===== src/rtl/alu_issue_stage.sv =====
// alu_issue_stage: command FIFO feeding registered ALU operands,
// with a valid/ready result register and divide-by-zero guard.
module alu_issue_stage #(
   parameter int DEPTH = 4
) (
   input  logic                       clk,
   input  logic                       rst_n,
   input  logic                       cmd_valid,
   output logic                       cmd_ready,
   input  logic [7:0]                 cmd_a,
   input  logic [7:0]                 cmd_b,
   input  logic [3:0]                 cmd_fun,
   output logic [7:0]                 alu_a,
   output logic [7:0]                 alu_b,
   output logic [3:0]                 alu_fun,
   input  logic [7:0]                 alu_out,
   input  logic                       alu_arith,
   input  logic                       alu_logic,
   input  logic                       alu_cmp,
   input  logic                       alu_shift,
   output logic                       res_valid,
   input  logic                       res_ready,
   output logic [7:0]                 res_data,
   output logic [3:0]                 res_flags,
   output logic [3:0]                 res_fun,
   output logic                       res_dz,
   output logic [$clog2(DEPTH):0]     fifo_count,
   output logic                       busy
);

   localparam int AW = $clog2(DEPTH);
   localparam int CW = AW + 1;
   localparam logic [CW-1:0] FULL = CW'(DEPTH);
   localparam logic [3:0] FUN_DIV = 4'b0011;
   localparam logic [3:0] FUN_NOP = 4'b1111;

   typedef enum logic [1:0] {
      IDLE,
      EXEC,
      HOLD
   } state_t;

   state_t state, state_n;

   logic [7:0]    q_a   [DEPTH];
   logic [7:0]    q_b   [DEPTH];
   logic [3:0]    q_fun [DEPTH];
   logic [AW-1:0] wptr;
   logic [AW-1:0] rptr;
   logic [CW-1:0] count;

   logic push;
   logic pop;
   logic cap;
   logic rel;
   logic dz;

   assign cmd_ready  = (count < FULL);
   assign push       = cmd_valid && cmd_ready;
   assign fifo_count = count;
   assign busy       = (state != IDLE) || (count != '0);
   assign dz         = (alu_fun == FUN_DIV) && (alu_b == 8'h00);

   // FIFO storage: written on accepted commands only
   always_ff @(posedge clk) begin
      if (push) begin
         q_a[wptr]   <= cmd_a;
         q_b[wptr]   <= cmd_b;
         q_fun[wptr] <= cmd_fun;
      end
   end

   // FIFO pointers and occupancy; push and pop may coincide
   always_ff @(posedge clk or negedge rst_n) begin
      if (!rst_n) begin
         wptr  <= '0;
         rptr  <= '0;
         count <= '0;
      end else begin
         if (push) wptr <= wptr + AW'(1);
         if (pop)  rptr <= rptr + AW'(1);
         unique case ({push, pop})
            2'b10:   count <= count + CW'(1);
            2'b01:   count <= count - CW'(1);
            default: count <= count;
         endcase
      end
   end

   // FSM state register
   always_ff @(posedge clk or negedge rst_n) begin
      if (!rst_n) state <= IDLE;
      else        state <= state_n;
   end

   // Next-state, pop, capture and release decisions
   always_comb begin
      state_n = state;
      pop     = 1'b0;
      cap     = 1'b0;
      rel     = 1'b0;
      unique case (state)
         IDLE: begin
            if (count != '0) begin
               pop     = 1'b1;
               state_n = EXEC;
            end
         end
         EXEC: begin
            cap     = 1'b1;
            state_n = HOLD;
         end
         HOLD: begin
            if (res_valid && res_ready) begin
               rel = 1'b1;
               if (count != '0) begin
                  pop     = 1'b1;
                  state_n = EXEC;
               end else begin
                  state_n = IDLE;
               end
            end
         end
         default: state_n = IDLE;
      endcase
   end

   // Operand registers load the FIFO head on every pop
   always_ff @(posedge clk or negedge rst_n) begin
      if (!rst_n) begin
         alu_a   <= 8'h00;
         alu_b   <= 8'h00;
         alu_fun <= FUN_NOP;
      end else if (pop) begin
         alu_a   <= q_a[rptr];
         alu_b   <= q_b[rptr];
         alu_fun <= q_fun[rptr];
      end
   end

   // Result register: capture at end of EXEC, hold until handshake
   always_ff @(posedge clk or negedge rst_n) begin
      if (!rst_n) begin
         res_valid <= 1'b0;
         res_data  <= 8'h00;
         res_flags <= 4'h0;
         res_fun   <= 4'h0;
         res_dz    <= 1'b0;
      end else if (cap) begin
         res_valid <= 1'b1;
         res_data  <= dz ? 8'hFF : alu_out;
         res_flags <= {alu_shift, alu_cmp, alu_logic, alu_arith};
         res_fun   <= alu_fun;
         res_dz    <= dz;
      end else if (rel) begin
         res_valid <= 1'b0;
      end
   end

endmodule


===== config.mk =====
export PLATFORM = sky130hd
export DESIGN_NAME = alu_issue_stage
export DESIGN_NICKNAME = d
export VERILOG_FILES = /design/src/rtl/alu_issue_stage.sv
export SDC_FILE = /design/constraint.sdc
export NUM_CORES = 1
export LEC_CHECK = 0
export ABC_AREA = 1
export BUFFER_PORTS_ARGS = -buffer_cell sky130_fd_sc_hd__buf_2
export CELL_PAD_IN_SITES_DETAIL_PLACEMENT = 1
export CELL_PAD_IN_SITES_GLOBAL_PLACEMENT = 1
export CORE_ASPECT_RATIO = 0.75
export CORE_MARGIN = 2
export CORE_UTILIZATION = 25
export DETAILED_ROUTE_END_ITERATION = 7
export HOLD_SLACK_MARGIN = 0.05
export PLACE_DENSITY_LB_ADDON = 0.1
export SLEW_MARGIN = 10
export SYNTH_ARGS = -nofsm -noshare
export SYNTH_HDL_FRONTEND = slang
export SYNTH_SLANG_ARGS = --single-unit

===== constraint.sdc =====
create_clock -name clk -period 2 [get_ports clk]
set_input_delay 0.3 -clock clk [delete_from_list [all_inputs] [get_ports clk]]
set_output_delay 0.3 -clock clk [all_outputs]
set_load 0.005 [all_outputs]

==> results of run 1 <==
-- state kept, by name (all words and copies together), names as in the netlist --
register / count
res_fun: 4
alu_b: 8
res_flags: 4
alu_fun: 4
q_a: 32
q_fun: 16
res_valid: 1
alu_a: 8
rptr: 2
wptr: 2
state: 2
q_b: 32
res_data: 8
fifo_count: 3
res_dz: 1
-- logic make-up after synthesis --
group	Yosys count
AO/OA/AOI/OAI	78
XOR/XNOR	4
adder cells (fa/ha/maj)	6
buffers and inverters	47
flip-flops	127
AND/OR/NAND/NOR	186
-- power by group --
group	total (mW)	internal [mW]	switching (mW)	leakage, nW
clock network	3.38	2.20	1.18	0.309
logic	0.0829	0.0310	0.0519	1.18
registers	2.80	2.80	0	1.27
total	6.26	5.03	1.23	2.76
-- worst max path at each step --
stage,from,end,cells past startpoint
after floorplan,fifo_count[2],q_a[0][0],3
after CTS,fifo_count[0],fifo_count[2],10
after global placement,fifo_count[0],fifo_count[2],10
final,fifo_count[2],fifo_count[2],10
after detailed placement,fifo_count[0],fifo_count[2],10
after global routing,fifo_count[1],fifo_count[2],10
-- area by class of cell --
type | instances | area (µm²)
clock buffer | 17 | 425
fill | 2230 | 13500
multi-input combinational | 274 | 1250
inverter | 27 | 101
sequential | 127 | 3580
timing repair buffer | 97 | 611
clock inverter | 15 | 219
tap | 258 | 323
-- worst max-delay path, cell delays in order (launching register included) --
cell and delay, ps:
dfrtp_1 340, inv_1 90, nand3_2 110, nand3_2 80, inv_2 70, ha_1 130
inv_1 80, fa_1 390, a21oi_1 180, o21ai_0 140, xor2_1 160
-- metrics by stage --
step	area, µm²	TNS, ps	cells
floorplan	5070	0	448
global placement	5850	0	781
detailed placement	5850	0	781
CTS	6500	0	814
global route	6510	-24.3	815
finish	6510	0	815
-- layout by cell type, fill, tap and decap left out --
| cell | Yosys | routed |
|---|---|---|
| a21oi_1 | 8 | 8 |
| buf_12 | 0 | 6 |
| buf_2 | 7 | 78 |
| buf_4 | 4 | 12 |
| bufinv_16 | 0 | 5 |
| clkbuf_16 | 0 | 17 |
| clkinv_2 | 0 | 4 |
| clkinv_4 | 0 | 3 |
| clkinvlp_4 | 0 | 3 |
| dfrtp_1 | 43 | 43 |
| dfstp_2 | 4 | 4 |
| dlygate4sd3_1 | 0 | 1 |
| edfxtp_1 | 80 | 80 |
| fa_1 | 1 | 1 |
| ha_1 | 5 | 5 |
| inv_1 | 25 | 25 |
| inv_2 | 2 | 2 |
| nand2_1 | 98 | 98 |
| nand3_1 | 4 | 3 |
| nand3_2 | 1 | 2 |
| nor2_1 | 81 | 77 |
| nor2_2 | 0 | 4 |
| nor2_4 | 1 | 1 |
| nor3_1 | 1 | 1 |
| o211ai_1 | 4 | 4 |
| o21ai_0 | 52 | 52 |
| o21ai_1 | 14 | 14 |
| xnor2_1 | 1 | 1 |
| xor2_1 | 3 | 3 |
-- synthesized netlist by cell type --
cell type  count
buf_2          7
nor3_1         1
clkbuf_1       1
o21ai_1       14
buf_4          4
buf_6          7
clkbuf_2       1
o211ai_1       4
inv_1         25
dfstp_2        4
edfxtp_1      80
a21oi_1        8
nand3_1        4
ha_1           5
xnor2_1        1
fa_1           1
nor2_1        81
nand2_1       98
xor2_1         3
nor2_4         1
dfrtp_1       43
nand3_2        1
inv_2          2
o21ai_0       52
-- routing by layer --
metal  global-route usage  part of all wire  up-vias
met1                0.162              0.47     1715
met5                    0                 0        -
met4               0.0548             0.015        0
met3               0.0338             0.034       13
met2                0.214              0.48       48
li1                     -                 -     1681
-- what timing repair did --
item                                    4_1_cts  5_1_grt
resized for setup                             0        1
hold buffers                                  1        0
endpoints found under the setup margin        0        1
endpoints found under the hold margin        43        0
buffers inserted                              0        1
==> summary.txt, run 1 <==
Global route
  • Overall Global Routing Usage: 0.130
  • Initial antenna violation count: 0
  • Largest net degree at the start of global routing: 48
  • Vias in the first global route: around 3,700
  • Grt total ovfl: 0
  • Global-route wire length before repair: ~20 mm

Worst setup path
  • WP data required: ~2300 ps
  • Critical path peak fanout: 4
  • Critical Path Source Type: flip-flop
  • Crit. End Element: flip-flop
  • R2r worst-path depth: 10
  • Crit path DAT: approximately 2200 ps
  • Reg-to-Reg Start: fifo_count[2]
  • FF-to-FF setup slack: roughly 110 ps
  • Reg2reg end: fifo_count[2]
  • Critical path class: flip-flop to flip-flop

Timing
  • Slew @ Worst Pin: approximately 450 ps
  • WHS: 88.9 ps
  • Final Hold Fails: 0
  • Clock period minus worst slack: approximately 1900 ps
  • PnR worst setup slack: ~110 ps
  • Final setup fails: 0
  • Relative slew slack: 0.697
  • Final clock skew: about 9.5 ps
  • Fin. max-slew vios: 0
  • Final critical-path share of the clock period: 0.946
  • Max Freq: roughly 0.53 GHz

Floorplanning
  • Die H: approximately 130 µm
  • Boundary pin count: 79
  • Cell row count: between 40 and 50
  • Core ar.: approximately 20,000 µm²
  • Initial Utilization: 0.253
  • Die W: roughly 170 µm
  • Full die area: ~21,000 µm²

Yosys
  • Average size of a mapped cell: around 11 µm²
  • Synthesized netlist cell count: roughly 450
  • Xor/xnor share of the synthesized area: 0.00691
  • Netlist cell types: 24
  • Synth area leaders: edfxtp_1, dfrtp_1, nand2_1
  • Seq/Total Area, Yosys: 0.706
  • Leading area contributor after synthesis: edfxtp_1
  • Post-synthesis mux area share: 0
  • Post-synthesis adder-cell area fraction: 0.0163
  • Simple-gate portion of the synthesized area: 0.142
  • Synth Register Bits: around 130
  • Synthesized area: 5070 µm²
  • Syn nets: a little under 500
  • Synth Area in Compound Gates: 0.0789
  • Ys Warns: 0
  • Post-synth top area share: 0.473
  • Largest family of logic cells by synthesized area: simple AND/OR/NAND/NOR gates

Clock network
  • Clock Tree Buf Depth: 2
  • CTS tree: done
  • H-tree levels: 4
  • CTS sink cnt: around 130
  • Clock latency on the worst-skew pair: 420 ps
  • Number of buffers created by CTS: 17
  • Worst-path clk slew: approximately 60 ps
  • Root Driver: clkbuf_16

Worst hold path
  • Worst min-delay path class: input pin to flip-flop
  • Hold Path Cell Cnt: 3
  • Hold EP: res_flags[2]
  • Min-delay src: alu_cmp

Run
  • Max Cap Viol: 0

Place
  • GP Congestion: 0.678
  • Detailed placement HPWL: 8.07 mm
  • IO buf count: 78
  • Pre-CTS WS: 44.3 ps

Power and ir drop
  • P per Cell Area: a little under 1000 nW/µm²
  • PnR Total Power: between 6 and 7 mW
  • Max IR drop VDD: roughly 0.38 mV
  • Lkg Pwr: 2.76 nW

Detailed routing
  • DRT iter0 DRCs: between 100 and 150
  • Final wirelength: between 10 and 15 mm
  • Remaining antenna violation count: 0
  • Via-per-instance ratio: approximately 4.2
  • Drt pass-1 iters: 4
  • Wire length per cell: 15.8 µm
  • Post-route DRC violation count: 0
  • DR vias: between 3,000 and 4,000

Run status
  • Outcome: finished clean

Cells and area
  • Layout area overhead: 28.4%
  • Share of post-route cells with drive strength above 1: 0.253
  • Antenna diodes: 0
  • Final core occ: 0.325
  • # nets final: ~600
Note: power is estimated with default switching activity, not from simulation.
==> run 2, diff against run 1 <==
Settings changed: CELL_PAD_IN_SITES_DETAIL_PLACEMENT 1 to 0, HOLD_SLACK_MARGIN 0.05 to 0.03.
==> summary.txt, run 2 (synthesized netlist as in run 1, its figures left out) <==
Clock network
  • Cts hold-fix bufs: 1
  • CTS sink cnt: between 100 and 150
  • Clock latency on the worst-skew pair: approximately 420 ps
  • H-tree levels: 4
  • Worst-path clk slew: 60 ps
  • Clock Tree Buf Depth: 2
  • CTS tree: done
  • Setup Buffers After CTS: 0
  • Number of buffers created by CTS: 17
  • Root Driver: clkbuf_16
  • Post-cts resize count: 0

Power and ir drop
  • Lkg Pwr: 2.72 nW
  • Max IR drop VDD: 0.413 mV
  • P per Cell Area: 913 nW/µm²

Floorplanning
  • Initial Utilization: 0.253
  • Boundary pin count: slightly below 80
  • Die H: ~130 µm
  • Die W: approximately 170 µm
  • Core ar.: 20,000 µm²
  • Full die area: between 20,000 and 25,000 µm²
  • Cell row count: 45

Timing
  • Max Freq: ~0.54 GHz
  • Relative slew slack: 0.680
  • RSZ-0062 raised after global routing: false
  • Final Hold Fails: 0
  • Final critical-path share of the clock period: 0.919
  • Slew @ Worst Pin: roughly 480 ps
  • Fin. max-slew vios: 0
  • Clock period minus worst slack: ~1800 ps
  • Final setup fails: 0
  • Final clock skew: 8.76 ps
  • TNS Setup: 0 ps

Global route
  • Largest net degree at the start of global routing: 48
  • Grt total ovfl: 0
  • Initial antenna violation count: 0
  • Vias in the first global route: roughly 3,300
  • Global-route wire length before repair: between 15 and 20 mm
  • Overall Global Routing Usage: 0.120

Worst setup path
  • FF-to-FF setup slack: 160 ps
  • Crit. End Element: flip-flop
  • Crit path largest cell delay: between 300 and 400 ps
  • R2r worst-path depth: 10
  • CP max stage cell: dfrtp_1
  • Most common cell on crit path: inv_1
  • WP data required: between 2000 and 2500 ps
  • Top Family by Delay on Critical Path: adder cells
  • Reg2reg end: fifo_count[2]
  • Crit path DAT: between 2000 and 2500 ps
  • CP Depth: 10
  • Critical path class: flip-flop to flip-flop
  • Critical Path Source Type: flip-flop
  • CP bufs+invs: 3
  • CP cell instances: inv_1 -> nand3_1 -> nand3_2 -> inv_2 -> ha_1 -> inv_1 -> fa_1 -> a21oi_1 -> o21ai_0 -> xor2_1
  • Worst setup startpoint: fifo_count[0]
  • Reg-to-Reg Start: fifo_count[0]
  • Critical path peak fanout: 3

Cells and area
  • Layout area overhead: 26.9%
  • Fin area: about 6400 µm²
  • Most frequent cells in the layout: nand2_1, edfxtp_1, buf_2
  • Most common cell after layout, fill and taps aside: nand2_1
  • Largest registers: q_a: 32 flops, q_b: 32 flops, q_fun: 16 flops
  • # nets final: between 500 and 600
  • Antenna diodes: 0
  • Share of post-route cells with drive strength above 1: 0.250

Worst hold path
  • Hold EP: res_flags[2]
  • Worst min-delay path class: input pin to flip-flop
  • Min-delay src: alu_cmp
  • Hold Path Cell Cnt: 3

Place
  • IO buf count: 78
  • Placed cell areas: about 5800 µm²
  • Detailed placement HPWL: between 7 and 8 mm
  • GP Congestion: 0.678

Run
  • Max Cap Viol: 0

Detailed routing
  • Drt pass-1 iters: 4
  • DRT iter0 DRCs: around 170
  • Post-route DRC violation count: 0
  • Wire length per cell: ~15 µm
  • Final wirelength: approximately 12 mm
  • Remaining antenna violation count: 0
  • DR vias: approximately 3,400
  • Via-per-instance ratio: 4.12

Run status
  • Outcome: finished clean
[run 2: cell types whose count changed in the layout (fill, tap and decap cells not counted)]
cell / previous run / this run
inv_6: 0 / 5
inv_8: 0 / 2
clkinv_2: 4 / 0
nand3_1: 3 / 4
nand3_2: 2 / 1
buf_4: 12 / 11
clkinv_4: 3 / 4
bufinv_16: 5 / 1
[run 2: per-layer routing]
metal | global-route usage | vias to the layer above | share of wire
met3 | 0.0465 | 6 | 0.051
met2 | 0.186 | 54 | 0.46
met5 | 0 | - | 0
met1 | 0.157 | 1612 | 0.48
met4 | 0.0350 | 0 | 0.0069
li1 | - | 1678 | -
[run 2: power breakdown]
group,total [mW],internal (mW),switching [mW]
sequential,2.79,2.79,0
combinational,0.0820,0.0310,0.0510
clock,3.00,1.75,1.25
total,5.87,4.58,1.30
[run 2: worst register-to-register path: cells and delay by family (launching register included)]
family,cells,cell delay [ps]
adder cells (fa/ha/maj),2,510
flip-flops,1,380
AO/OA/AOI/OAI,2,250
AND/OR/NAND/NOR,2,230
buffers and inverters,3,210
XOR/XNOR,1,150
[run 2: cell type report]
cell class	count	area (µm²)
fill	2086	13600
multi-input combinational	274	1250
sequential	127	3580
timing repair buffer	96	603
clock buffer	17	425
clock inverter	15	154
inverter	27	101
tap	258	323
[run 2: how the worst max path moves through the flow]
stage                         end  slack [ps]
floorplan               q_a[0][0]          40
global placement    fifo_count[2]         190
detailed placement  fifo_count[2]         150
CTS                 fifo_count[2]         140
global route        fifo_count[2]          10
finish              fifo_count[2]         160
[run 2: through the flow]
step	std cells	util	hold WS [ps]	total power [mW]	setup slack [ps]
floorplan	448	-	4.41	2.85	40.2
global placement	781	0.292	322	2.93	189
detailed placement	781	0.292	323	2.93	151
CTS	814	0.321	61.0	5.98	141
global route	814	0.321	80.4	6.11	13.8
finish	814	0.321	81.2	5.87	162
==> run 3, diff against run 2 <==
Settings changed: ABC_AREA 1 to 0.
==> summary.txt, run 3 <==
Timing
  • Final Hold Fails: 0
  • Relative slew slack: 0.518
  • WHS: 85.4 ps
  • RSZ-0062 raised after global routing: false
  • Final setup fails: 0
  • Clock period minus worst slack: around 1900 ps
  • Max Freq: roughly 0.54 GHz
  • Slew @ Worst Pin: just over 700 ps
  • Final critical-path share of the clock period: 0.933
  • Fin. max-slew vios: 0
  • TNS Setup: 0 ps
  • Final clock skew: 9.34 ps

Worst setup path
  • CP bufs+invs: 1
  • Crit path largest cell delay: around 420 ps
  • Crit. End Element: flip-flop
  • R2r worst-path depth: 8
  • WP data required: 2330 ps
  • Critical path peak fanout: 6
  • CP max stage cell: dfrtp_1
  • CP cell instances: a21boi_4 -> nor3_4 -> ha_4 -> inv_1 -> fa_1 -> xor2_1 -> nor2_1 -> xnor2_1
  • Critical path class: flip-flop to flip-flop
  • CP Depth: 8
  • Critical Path Source Type: flip-flop
  • Crit path DAT: between 2000 and 2500 ps
  • Top Family by Delay on Critical Path: adder cells

Power and ir drop
  • Sw power: 3.05 mW
  • Sw frac: 0.297
  • Lkg Pwr: between 2 and 2.5 nW
  • P per Cell Area: roughly 1600 nW/µm²
  • P_int: between 7 and 8 mW
  • Sequential Power Share: 0.391
  • Clock power frac: 0.288
  • Max IR drop VDD: approximately 0.54 mV
  • Logic pwr share: 0.320
  • PnR Total Power: a little over 10 mW

Detailed routing
  • Via-per-instance ratio: roughly 4
  • Wire length per cell: 16.3 µm
  • Top Layer Used: met4
  • Drt pass-1 iters: 4
  • Remaining antenna violation count: 0
  • DR vias: 2,577
  • Final wirelength: approximately 10 mm
  • Wire length on met1: slightly below 5 mm
  • WL met2: 4.88 mm
  • Wire length on met3: 610 µm
  • DRT iter0 DRCs: 161
  • Post-route DRC violation count: 0

Clock network
  • Worst-path clk slew: around 60 ps
  • Clock latency on the worst-skew pair: around 400 ps
  • Clock Tree Buf Depth: 2
  • CTS sink cnt: approximately 130
  • H-tree levels: 4
  • CTS tree: done
  • Number of buffers created by CTS: 17
  • Root Driver: clkbuf_16

Floorplanning
  • Full die area: between 20,000 and 25,000 µm²
  • Core ar.: 19,400 µm²
  • Die W: 166 µm
  • Initial Utilization: 0.255
  • Cell row count: between 40 and 50
  • Die H: between 100 and 150 µm
  • Boundary pin count: 79

Yosys
  • Asr flop ratio synth: 0.370
  • Ys Warns: 0
  • Seq/Total Area, Yosys: 0.726
  • Synth area leaders: edfxtp_1, dfrtp_1, mux4_2
  • Average size of a mapped cell: approximately 18 µm²
  • Post-synth top flop: edfxtp_1
  • Top-count cell post-synth: edfxtp_1
  • Post-synth EDFFs: 80
  • Post-synth top area share: 0.486
  • Synthesized area: just under 5000 µm²
  • Synth Register Bits: 127
  • Leading area contributor after synthesis: edfxtp_1
  • Most frequent cells after synthesis: edfxtp_1, dfrtp_1, nand2_1
  • Syn nets: between 300 and 400
  • Netlist cell types: 32
  • Synthesized netlist cell count: 275

Cells and area
  • Most frequent cells in the layout: edfxtp_1, buf_2, dfrtp_1
  • Layout area overhead: 28.6%
  • Antenna diodes: 0
  • # nets final: 416
  • Final core occ: 0.328
  • Most common cell after layout, fill and taps aside: edfxtp_1
  • Fillers: about 1,900
  • Share of post-route cells with drive strength above 1: 0.432
  • Largest registers: q_a: 32 flops, q_b: 32 flops, q_fun: 16 flops

Run
  • Max Cap Viol: 0

Run status
  • Outcome: finished clean

Global route
  • Vias in the first global route: around 2,700
  • Grt total ovfl: 0
  • Initial antenna violation count: 0
  • Overall Global Routing Usage: 0.108
  • Largest net degree at the start of global routing: 25
  • Global-route wire length before repair: roughly 17 mm

Worst hold path
  • Hold Path Cell Cnt: 3
  • Worst min-delay path class: input pin to flip-flop

Place
  • Detailed placement HPWL: 6.54 mm
  • GP Congestion: around 0.66
  • IO buf count: 78
run 3: cell types whose count changed in the layout (fill, tap and decap cells not counted), moves of 5 or more:
cell     previous run  this run
nand2_1            98        29
buf_4              11         6
nor2_1             77        19
o21ai_0            52         2
mux4_2              0        18
mux2_4              0        18
o21ai_1            14         0
inv_1              25         8
run 3: final timing paths:
path | startpoint | end | slack, ps
hold / removal | alu_logic | res_flags[1] | 90
max in group asynchronous | rst_n | alu_b[5] | 1140
setup reg to reg | state[1] | fifo_count[2] | 130
hold reg to reg | res_flags[1] | res_flags[1] | 470
setup / recovery | state[1] | fifo_count[2] | 130
min in group asynchronous | rst_n | res_fun[3] | 340
run 3: metal layers:
metal / global-route usage / vias to the layer above
li1: - / 1219
met1: 0.142 / 1273
met2: 0.164 / 74
met3: 0.0371 / 11
met4: 0.0411 / 0
met5: 0 / -
run 3: final cells by class:
cell class | instances | area [µm²] | share of cell area
Clock buffer | 18 | 429 | 0.0676
Clock inverter | 14 | 144 | 0.0227
Inverter | 8 | 30.0 | 0.00473
Multi-Input combinational cell | 129 | 1280 | 0.202
Sequential cell | 127 | 3580 | 0.564
Tap cell | 253 | 317 | 0.0499
Timing Repair Buffer | 91 | 566 | 0.0891
run 3: through the flow:
stage | cells | worst slack [ps] | cell area (µm²)
after detailed placement | 607 | 150 | 5770
after floorplan | 275 | 1.32 | 4970
after CTS | 640 | 133 | 6350
final | 640 | 134 | 6350
after global routing | 640 | 9.12 | 6350
after global placement | 607 | 172 | 5770
run 3: power groups by stage:
stage,Combinational (mW),Clock [mW],Sequential (mW)
global route,3.64,3.19,4.11
CTS,3.39,3.06,4.03
detailed placement,3.38,0,4.08
floorplan,2.26,0,4.01
global placement,3.37,0,4.06
finish,3.28,2.96,4.01
run 3: worst register-to-register path, cell delays in order (launching register included):
cell	delay, ps
dfrtp_1	420
a21boi_4	170
nor3_4	230
ha_4	160
inv_1	40
fa_1	370
xor2_1	150
nor2_1	120
xnor2_1	120
run 3: cells by family (layout without fill, tap and decap cells):
family / after synthesis / in the layout / share of synthesized area
compound gates: 12 / 12 / 0.0129
xor+xnor: 6 / 6 / 0.0106
mux: 41 / 41 / 0.154
flops: 127 / 127 / 0.726
simple gates: 64 / 64 / 0.0588
fa+ha+maj: 6 / 6 / 0.0167
buf+inv: 19 / 131 / 0.0213
run 3: what timing repair did:
action | CTS | global route
gates resized for setup | 0 | 0
setup buffers | 0 | 0
hold buffers | 1 | 0
endpoints found under the hold margin | 6 | 0
